--- config.mk ---
export PLATFORM = sky130hd
export DESIGN_NAME = alu_cmd_issuer
export DESIGN_NICKNAME = d
export VERILOG_FILES = /design/src/rtl/alu_cmd_issuer.sv
export SDC_FILE = /design/constraint.sdc
export NUM_CORES = 1
export LEC_CHECK = 0
export ABC_AREA = 1
export BUFFER_PORTS_ARGS = -buffer_cell sky130_fd_sc_hd__buf_2
export CAP_MARGIN = 20
export CORE_MARGIN = 3
export CORE_UTILIZATION = 54
export CTS_CLUSTER_SIZE = 25
export DETAILED_ROUTE_END_ITERATION = 10
export PLACE_DENSITY_LB_ADDON = 0.3
export SETUP_SLACK_MARGIN = 0.3
export SYNTH_ARGS = -nofsm -noshare
export SYNTH_HDL_FRONTEND = slang
export SYNTH_SLANG_ARGS = --single-unit
export TNS_END_PERCENT = 20
--- constraint.sdc ---
create_clock -name clk -period 2.4 [get_ports clk]
set_clock_uncertainty 0.2 [all_clocks]
set_input_delay 0.12 -clock clk [delete_from_list [all_inputs] [get_ports clk]]
set_output_delay 0.12 -clock clk [all_outputs]
set_load 0.02 [all_outputs]
--- src/rtl/alu_cmd_issuer.sv ---
// ---------------------------------------------------------------------------
// alu_cmd_issuer
//
// Initiator side of the 4-bit ALU interface. Operation requests are queued
// in a small command FIFO. The FIFO head drives a combinational ALU slice,
// and the result of the head command is captured into a response holding
// stage with valid/ready flow control. Carry/overflow flags are forced to 0
// for non-arithmetic operations, because the ALU leaves stale values on them.
// A sticky error flag records any response whose zero flag disagrees with
// its result.
//
// Ports:
//   clk, rst_n          clock (rising edge), asynchronous active-low reset
//   cmd_valid/ready     command handshake; cmd_a, cmd_b, cmd_sel payload
//   alu_a/b/sel         operands and select to the ALU (0 when FIFO empty)
//   alu_out/cf/of/zf    combinational ALU result and flags
//   rsp_valid/ready     response handshake
//   rsp_out/sel/cf/of/zf captured result, select and sanitised flags
//   level               FIFO occupancy
//   err_zf              sticky zero-flag mismatch
// ---------------------------------------------------------------------------
module alu_cmd_issuer #(
  parameter int W     = 4,
  parameter int DEPTH = 4
) (
  input  logic                     clk,
  input  logic                     rst_n,
  input  logic                     cmd_valid,
  output logic                     cmd_ready,
  input  logic [W-1:0]             cmd_a,
  input  logic [W-1:0]             cmd_b,
  input  logic [2:0]               cmd_sel,
  output logic [W-1:0]             alu_a,
  output logic [W-1:0]             alu_b,
  output logic [2:0]               alu_sel,
  input  logic [W-1:0]             alu_out,
  input  logic                     alu_cf,
  input  logic                     alu_of,
  input  logic                     alu_zf,
  output logic                     rsp_valid,
  input  logic                     rsp_ready,
  output logic [W-1:0]             rsp_out,
  output logic [2:0]               rsp_sel,
  output logic                     rsp_cf,
  output logic                     rsp_of,
  output logic                     rsp_zf,
  output logic [$clog2(DEPTH):0]   level,
  output logic                     err_zf
);

  localparam int AW = $clog2(DEPTH);
  localparam logic [AW:0] FULL_LEVEL = (AW+1)'(DEPTH);
  localparam logic [AW:0] LEVEL_ONE  = (AW+1)'(1);
  localparam logic [AW-1:0] PTR_ONE  = AW'(1);

  typedef struct packed {
    logic [W-1:0] a;
    logic [W-1:0] b;
    logic [2:0]   sel;
  } cmd_t;

  cmd_t          mem [DEPTH];
  cmd_t          head;
  logic [AW-1:0] wr_ptr;
  logic [AW-1:0] rd_ptr;
  logic          not_empty;
  logic          push;
  logic          issue;
  logic          arith;

  assign head      = mem[rd_ptr];
  assign not_empty = (level != '0);
  // Registered occupancy only: a full FIFO does not accept a command in the
  // same cycle a pop frees a slot.
  assign cmd_ready = (level < FULL_LEVEL);
  assign push      = cmd_valid && cmd_ready;
  assign issue     = not_empty && (!rsp_valid || rsp_ready);
  // add (000) and sub (001) are the only ops that produce meaningful cf/of.
  assign arith     = (head.sel[2:1] == 2'b00);

  // ALU drive comes straight from the registered head entry, forced to 0
  // when the FIFO is empty so stale entries never reach the ALU.
  always_comb begin
    // NOTE: every always_comb output gets a default first, so no path can
    // leave it unassigned and infer a latch.
    alu_a   = '0;
    alu_b   = '0;
    alu_sel = '0;
    if (not_empty) begin
      alu_a   = head.a;
      alu_b   = head.b;
      alu_sel = head.sel;
    end
  end

  // NOTE: the storage array has no reset; entries are only observable
  // through the head while level != 0, so resetting them buys nothing.
  always_ff @(posedge clk) begin
    if (push) mem[wr_ptr] <= '{a: cmd_a, b: cmd_b, sel: cmd_sel};
  end

  // NOTE: sequential state uses non-blocking assignments so every register
  // samples values from before the edge, independent of statement order.
  always_ff @(posedge clk or negedge rst_n) begin
    if (!rst_n) begin
      wr_ptr    <= '0;
      rd_ptr    <= '0;
      level     <= '0;
      rsp_valid <= 1'b0;
      rsp_out   <= '0;
      rsp_sel   <= '0;
      rsp_cf    <= 1'b0;
      rsp_of    <= 1'b0;
      rsp_zf    <= 1'b0;
      err_zf    <= 1'b0;
    end else begin
      if (push)  wr_ptr <= wr_ptr + PTR_ONE;
      if (issue) rd_ptr <= rd_ptr + PTR_ONE;

      case ({push, issue})
        2'b10:   level <= level + LEVEL_ONE;
        2'b01:   level <= level - LEVEL_ONE;
        default: level <= level;
      endcase

      if (issue) begin
        rsp_valid <= 1'b1;
        rsp_out   <= alu_out;
        rsp_sel   <= head.sel;
        rsp_zf    <= alu_zf;
        rsp_cf    <= arith ? alu_cf : 1'b0;
        rsp_of    <= arith ? alu_of : 1'b0;
        if (alu_zf != (alu_out == '0)) err_zf <= 1'b1;
      end else if (rsp_valid && rsp_ready) begin
        rsp_valid <= 1'b0;
      end
    end
  end

endmodule
# After elaboration in Yosys (flattened, before gate mapping)
# Memories as Yosys holds them, arrays and structs flattened.
# Index checks and enable logic that the tools add are counted.
dict set report word_totals {
  memories 1
  register_bits 19
  out_inout_bits 27
  input_bits 22
  ramBits 44
}
dict set report op_classes {
  n_mux 10
  n_eq_ne 3
  magnitude_cmp 1
  n_reduce_logical 11
  n_addsub 4
}
# memory words width read_ports rd_ports_with_merged_regs write_ports line
set mem_list {}
lappend mem_list {mem 4 11 1 0 1 62} ;# cmd_t mem [DEPTH];
# operator n
set op_table {}
lappend op_table {{4-bit two-way mux} 2}
lappend op_table {{1-bit two-way mux} 6}
lappend op_table {{3-bit one-hot mux with 2 select lines} 1}
lappend op_table {{2-bit by 1-bit adder with 2-bit output, second input constant} 2}
lappend op_table {{4-bit logical NOT} 1}
lappend op_table {{2-bit nonzero test} 2}
lappend op_table {{3-bit by 1-bit adder with 3-bit output, second input constant} 1}
lappend op_table {{1-bit logical AND} 3}
lappend op_table {{3-bit less-than comparator, second input constant} 1}
lappend op_table {{3-bit two-way mux} 1}
lappend op_table {{3-bit nonzero test} 1}
lappend op_table {{3-bit by 1-bit subtractor with 3-bit output, second input constant} 1}
lappend op_table {{2-bit by 1-bit == test with 1-bit output, second input constant} 1}
lappend op_table {{2-bit == test, second input constant} 1}
lappend op_table {{2-bit logical NOT} 1}
lappend op_table {{2-bit AND reduction} 1}
lappend op_table {{1-bit logical NOT} 1}
lappend op_table {{1-bit logical OR} 1}
lappend op_table {{1-bit != test} 1}

# Logic depth before layout (Yosys ltp)
# Gate-level depths: netlist of run 1.
dict set report depth {
  word_depth 5
  mapped_depth 10
  ltp_nobuf 10
}

# Worst setup path before layout of run 1
# Ideal clock, no wire load.
dict set report synth_path {
  kind {reg-to-reg}
  start {reg level[2]}
  end {reg level[2]}
  setup_ns 0.080
  path_slack_ns 0.157
  path_stages_with_launch 11
  t_required_ns 2.120
  period_less_slack_ns 2.243
  arrival_time_ns 1.963
  path_cell_list {dfrtp_1 -> inv_1 -> nand2_1 -> nand2_1 -> inv_1 -> ha_1 -> inv_1 -> fa_1 -> or2_2 -> nand2_1 -> xor2_1}
}
dict set report synth_via {
  elab_chain_cells 4
  word_cells_on_any_way 10
  classes_between {add/sub: 2; order compare: 1; eq/ne: 2; mux: 1; reduce/logical: 4}
}
# element line
set synth_lines {}
lappend synth_lines {{start: declaration} 47} ;# output logic [$clog2(DEPTH):0] level,
lappend synth_lines {{start signal: assignment} 121} ;# 2'b10: level <= level + LEVEL_ONE;
lappend synth_lines {{start signal: assignment} 122} ;# 2'b01: level <= level - LEVEL_ONE;
lappend synth_lines {{start signal: assignment} 123} ;# default: level <= level;
lappend synth_lines {{3-bit less-than comparator (*)} 75} ;# assign cmd_ready = (level < FULL_LEVEL);
lappend synth_lines {{net cmd_ready} 29} ;# output logic cmd_ready,
lappend synth_lines {{1-bit logical AND (*)} 76} ;# assign push = cmd_valid && cmd_ready;
lappend synth_lines {{2-bit by 1-bit == test with 1-bit output / 2-bit == test (equally long branches)} 120} ;# case ({push, issue})
lappend synth_lines {{3-bit one-hot mux with 2 select lines / 2-bit nonzero test (equally long branches)} n/a}
# The timed path passes the listed nets; every way through them passes the cells marked *.
# A chain may end at the register's enable or synchronous reset.

# Worst setup path after layout of run 1
dict set report layout_path {
  start {in rsp_ready}
  end {reg level[2]}
}
dict set report layout_via {
  elab_chain_cells 4
  word_cells_on_any_way 6
  classes_between {eq/ne: 2; mux: 1; reduce/logical: 3}
}
# element line
set layout_lines {}
lappend layout_lines {{start: declaration} 41} ;# input logic rsp_ready,
lappend layout_lines {{1-bit logical OR (*)} 77} ;# assign issue = not_empty && (!rsp_valid || rsp_ready);
lappend layout_lines {{1-bit logical AND (*)} 77}
lappend layout_lines {{net issue} 68} ;# logic issue;
lappend layout_lines {{2-bit by 1-bit == test with 1-bit output / 2-bit == test (equally long branches)} 120}
lappend layout_lines {{3-bit one-hot mux with 2 select lines / 2-bit nonzero test (equally long branches)} n/a}
# Marked as above.

==> metrics.cfg, run 1 <==
[run_status]
outcome=finished clean

[finish]
stdcell_area_um2=3370
seq_area_um2=1800
num-nets-final=343
fin_cells=385
finish.utilization_pct=74.4
multiInputGateArea_um2=688
num_antenna_cells=0
drive_above_1_share_pct=25.9
fillers=300
syn_to_final_growth_pct=27.8

[grt]
antenna_found_initial=0
grt_pass1_wl_um=8140
grt_use_total_pct=18.3
grt_max_degree=25
grt_pass1_vias=1767
overflow=0

[critical_path]
reg2reg_depth=8
cp-endpoint=level[2]
rr_endpoint=level[2]
end_kind=flip-flop
crit_arrival_ps=2080
start_kind=input pin
startpoint=rsp_ready
worstPathMaxFanout=3
r2r_slack_ps=370
critical_path_class=input pin to flip-flop
timing.rr.start=level[2]
crit_required_ps=2450

[cts]
cts-htree-levels=3
cts.sinks=63
cts_buffers=9
cts_tree=built
insertion_delay_ps=320
clock_path_buffers=2
clkTransAtPathRegs_ps=70
root_buffer=clkbuf_8

[drt]
via_per_inst=4.80
dr.pass1.iters=6
drcViolationCount=0
wire_per_inst_um=13.3
drt_iter0_drc=112
via_count=1849
finalWirelength_um=5130
ant_nets=0

[timing]
period_share_pct=84.8
drv_slew=0
relSlewSlack_pct=68.6
clock.fmax_ghz=0.492
worst_pin_slew_ps=471
setup_violations=0
post-route-min-period_ps=2030
hold_viol=0
rsz0062_at_grt=yes
tns_ps=0

[power_and_ir_drop]
ir_drop_mv=0.850
leakagePower_uw=0.00147
pwr_density_cell_nw_per_um2=1270

[placed_design]
dp.cells=347
gp_congestion=0.755
portBuffers=48
dp_hpwl_um=3090
dpl_cell_area_um2=2950

[run]
cap_violations=0

[yosys]
synth_top_area_cell=edfxtp_1
synth_top_area_share_pct=50.1
syn_inst=235
synth_warnings=0
syn_nets=263
synth.area.top_cells=edfxtp_1 (50%), dfrtp_1 (18%), nor2_1 (6.1%), nand2_1 (5.7%), o21ai_1 (3.4%)
ys_ff_latch=63
syn_area_um2=2640
ys_types=23
yosysSeqAreaShare_pct=68.1
synth.avg_cell_area_um2=11.2

[die]
pin_count=49
fp-row-count=24
core_um2=4530
initial_core_util_pct=58.2
die_h_um=75.9
die_w_um=75.9
die_area_um2=5760

[min_path]
min_path_type=input pin to flip-flop

[layer usage]
metal | part of all wire (%) | up-vias | GRT usage [%] | wire (um)
met2 | 53 | 51 | 32.1 | 2740
met5 | 0 | - | 0 | 0
met3 | 5.0 | 6 | 4.86 | 258
met4 | 1.2 | 0 | 7.43 | 64
met1 | 40 | 856 | 21.3 | 2070
li1 | - | 936 | - | -
[synthesized netlist by cell type, drive strengths merged]
master	count
ha	5
or2	1
edfxtp	44
fa	1
xor2	3
o21ai	24
buf	9
nand4	1
xnor2	1
inv	21
a21oi	10
nand2	41
dfrtp	19
nand3	11
nor2	44
[cells in the final DEF (no fill, tap or decap), drive strengths merged]
cell type,instances
nand3,11
nand4,1
dfrtp,19
a21oi,10
clkinv,2
clkbuf,14
nor2,44
xor2,3
buf,58
ha,5
or2,1
o21ai,24
edfxtp,44
inv,21
fa,1
xnor2,1
nand2,41
dlygate4sd3,20
[logic make-up (layout without fill, tap and decap cells)]
family | count (synthesis) | in the layout | share of synthesized area [%]
flops | 63 | 63 | 68.1
fa+ha+maj | 6 | 6 | 3.13
simple gates | 98 | 98 | 15.0
compound gates | 34 | 34 | 6.59
buf+inv | 30 | 115 | 5.83
xor+xnor | 4 | 4 | 1.33
[where the power goes]
group / leakage (uW) / switching [uW] / internal, uW
clock: 0.000107 / 375 / 527
sequential: 0.000621 / 130 / 1430
combinational: 0.000746 / 1200 / 626
[registers in the layout (all words and copies together), names as in the netlist]
signal / cells
rsp_out: 4
level: 3
rd_ptr: 2
mem: 44
rsp_valid: 1
rsp_zf: 1
rsp_cf: 1
rsp_of: 1
rsp_sel: 3
wr_ptr: 2
err_zf: 1
[critical path, stage by stage]
cell	delay (ps)
dlygate4sd3_1	540
buf_2	100
inv_1	30
nand2_1	60
nand2_1	80
inv_2	70
ha_1	130
inv_1	60
fa_1	380
or2_2	300
nand2_1	80
xor2_1	130
[repair_timing]
action | CTS | global route
gates resized for setup | 0 | 3
hold buffers | 20 | 0
setup endpoints to repair | 0 | 8
buffers inserted | 0 | 2
endpoints found under the hold margin | 72 | 0
[how the worst min path moves through the flow]
| stage | endpoint | cells past startpoint | start | slack (ps) |
|---|---|---|---|---|
| global placement | wr_ptr[0] | 1 | rst_n | -120 |
| CTS | wr_ptr[0] | 3 | cmd_valid | 30 |
| floorplan | err_zf | 0 | rst_n | -380 |
| finish | wr_ptr[0] | 3 | cmd_valid | 30 |
| global route | rsp_sel[0] | 2 | rst_n | 90 |
| detailed placement | wr_ptr[0] | 1 | rst_n | -110 |
[per-stage QoR]
step	hold slack, ps	setup slack (ps)	total power, uW
global placement	-121	396	3310
CTS	32.1	306	4280
detailed placement	-110	371	3350
floorplan	-376	323	2860
finish	33.8	366	4290
global route	89.7	250	4570
[final cells by class]
| cell class | instances | share of cell area (%) |
|---|---|---|
| flip-flops and latches | 63 | 53.4 |
| multi-input cells | 142 | 20.4 |
| repair buffers | 78 | 15.3 |
| clock buffers | 14 | 5.79 |
| inverters | 21 | 2.41 |
| well taps | 65 | 2.41 |
| clock inverters | 2 | 0.297 |
No activity file was read; power rests on OpenSTA's default activity.
==> run 2: changes to the inputs <==
Settings changed: ABC_AREA 1 to 0.
Clock period 2.4 ns to 1.9 ns, I/O delays scaled along.
==> run 2 against run 1 <==
Effect of this change: the run now ends with setup timing left; clock power rose by 32%; synthesized area decreased by 2.6%; register-to-register slack lost 500 ps; sequential cell count unchanged; global-route usage increased by 3.1 points; first-iteration DRC count grew 7.1%; wire length is 10% higher; clock-buffer cell count decreased by 2; critical endpoint unchanged; highest routed layer unchanged.
==> metrics.cfg, run 2 <==
[run_status]
outcome=complete, but fails checks
violations=setup timing

[cts]
cts-htree-levels=3  ; unchanged
insertion_delay_ps=350  ; +30 ps
root_buffer=clkbuf_8
clock_path_buffers=2  ; unchanged
cts_buffers=9  ; unchanged
cts_tree=built
clkTransAtPathRegs_ps=80  ; about the same
cts.sinks=63  ; unchanged

[min_path]
min_path_type=input pin to flip-flop

[die]
pin_count=49  ; unchanged
die_area_um2=5620  ; -2.4%
die_w_um=75.0  ; -1.2%
initial_core_util_pct=57.4  ; -0.76 points
fp-row-count=24  ; unchanged
die_h_um=75.0  ; -1.2%
core_um2=4470  ; -1.3%

[finish]
num-nets-final=266  ; -22%
drive_above_1_share_pct=54.3  ; +28 points
final_common_cell=edfxtp_1
fillers=240  ; -20%
stdcell_area_um2=3630  ; +7.7%
largest_register_ffs=44  ; unchanged
largest-register=mem
fin_cells=295  ; -23%
layout_common_cells=edfxtp_1 (44), buf_2 (37), dlygate4sd3_1 (20)
syn_to_final_growth_pct=41.3
reg_top3=mem: 44 flops, rsp_out: 4 flops
num_antenna_cells=0  ; unchanged

[yosys]
synth_warnings=0  ; unchanged
syn_area_um2=2570  ; -2.6%
synth_top_area_share_pct=51.4  ; +1.3 points
synth.area.top_cells=edfxtp_1 (51%), dfrtp_1 (19%), mux4_2 (9.6%), and2_1 (3.7%), mux2_4 (2.9%)
synth_most_common_cell=edfxtp_1
ys.flop_type=edfxtp_1
synth.avg_cell_area_um2=18.1  ; +61%
ys_types=28  ; +22%
async_reset_ff_share_pct=30.2  ; unchanged
syn_nets=170  ; -35%
syn_inst=142  ; -40%
synth_commonest_cells=edfxtp_1 (44), dfrtp_1 (19), and2_1 (15)
ys_ff_latch=63  ; unchanged
synth_edf_count=44  ; unchanged
yosysSeqAreaShare_pct=69.9  ; +1.8 points
synth_top_area_cell=edfxtp_1

[drt]
finalWirelength_um=5650  ; +10%
via_per_inst=5.32  ; +11%
via_count=1569  ; -15%
drcViolationCount=0  ; unchanged
ant_nets=0  ; unchanged
dr.pass1.iters=4  ; -2
drt_iter0_drc=120  ; +7.1%
wire_per_inst_um=19.1  ; +44%

[critical_path]
startpoint=level[2]
r2r_slack_ps=-130  ; -500 ps
cp_num_buf_inv=1  ; -4
critical_path_class=flip-flop to flip-flop
timing.rr.start=level[2]
path_delay_family=simple AND/OR/NAND/NOR gates
max_stage_delay_ps=420  ; -120 ps
worstPathCellList=or3_4 > and2_4 > ha_4 > inv_2 > fa_2 > xor2_1 > nor2_1 > xnor2_1
rr_endpoint=level[2]
worstPathMaxFanout=2  ; -1
crit_required_ps=1960  ; -490 ps
end_kind=flip-flop
cp.depth=8  ; -4
cp_slowest_cell=dfrtp_2
reg2reg_depth=8  ; unchanged
crit_arrival_ps=2090  ; about the same
cp-endpoint=level[2]
start_kind=flip-flop

[timing]
drv_slew=0  ; unchanged
relSlewSlack_pct=70.9  ; +2.3 points
post-route-min-period_ps=2030
hold_viol=0  ; unchanged
period_share_pct=107
tns_ps=-1130  ; -1130 ps
worst_pin_slew_ps=433  ; -38.0 ps
rsz0062_at_grt=yes
worst_slack_ps=-135  ; -501 ps
clock.fmax_ghz=0.491
setup_violations=13  ; +13

[power_and_ir_drop]
leakagePower_uw=0.00149  ; +0.93%
ir_drop_mv=1.05  ; +23%
pwr_density_cell_nw_per_um2=1690  ; +33%

[grt]
grt_max_degree=20  ; -20%
grt_pass1_vias=1724  ; -2.4%
antenna_found_initial=0  ; unchanged
overflow=0  ; unchanged
grt_use_total_pct=21.4  ; +3.1 points
grt_pass1_wl_um=8340  ; +2.5%

[placed_design]
dp_hpwl_um=3410  ; +10%
portBuffers=48  ; unchanged
gp_congestion=0.681  ; -9.8%
pre_cts_ws_ps=-101  ; -472 ps
dp.cells=252  ; -27%
dpl_cell_area_um2=3020  ; +2.6%

[run]
cap_violations=0  ; unchanged

## run 2: kinds of logic (layout without fill, tap and decap cells)
logic type	count (synthesis)	in the layout	synth area share, %
flip-flops	63	63	69.9
XOR/XNOR	7	7	2.39
buffers and inverters	15	116	2.92
AO/OA/AOI/OAI	4	4	0.974
AND/OR/NAND/NOR	27	27	6.33
multiplexers	20	20	14.3
adder cells (fa/ha/maj)	6	6	3.21
## run 2: cell type report
class                   count  area (um^2)  share of cell area, %
multi-input cells          64          776                   21.4
inverters                   9         33.8                  0.930
repair buffers             91          754                   20.8
flip-flops and latches     63         1800                   49.6
clock inverters             4         45.0                   1.24
clock buffers              12          155                   4.27
well taps                  52         65.1                   1.79
## run 2: timing repair
item / 4_1_cts / 5_1_grt
setup buffers: 4 / 3
hold buffers: 20 / 0
pin swaps: 12 / 8
endpoints found under the hold margin: 72 / 0
endpoints found under the setup margin: 70 / 71
resized for setup: 36 / 12
## run 2: metrics by stage
step                total power [uW]  hold WS, ps  util (%)
floorplan                       3500         -401         -
global placement                4150         -157      67.6
detailed placement              4280         -141      67.6
CTS                             5910        0.446      79.8
global route                    6410         30.3      81.2
finish                          6140         9.75      81.2
## run 2: worst reg2reg max path: cells and delay by family (launching register included)
kind,cells,cell delay (ps)
buffers and inverters,1,50
and+or+nand+nor,3,600
DFF,1,420
adders and majority gates,2,340
xor gates and xnor gates,2,330
## run 2: report_power, final
part / switching (uW) / total [uW] / internal (uW)
Clock: 516 / 1190 / 671
Combinational: 1360 / 2970 / 1610
Sequential: 178 / 1990 / 1810
Total: 2050 / 6140 / 4090
## run 2: worst min-delay path by stage
stage / startpoint / endpoint / cells after the start
2_1_floorplan: rst_n / err_zf / 0
3_3_place_gp: rst_n / rsp_out[1] / 1
3_5_place_dp: rst_n / rsp_out[0] / 1
4_1_cts: cmd_valid / wr_ptr[0] / 4
5_1_grt: cmd_valid / wr_ptr[0] / 4
6_report: cmd_valid / wr_ptr[0] / 4
## run 2: routing by layer
layer | share of wire [%] | track usage (%)
met1 | 38 | 23.5
met2 | 55 | 37.4
met3 | 4.0 | 6.14
met4 | 3.2 | 11.5
met5 | 0 | 0
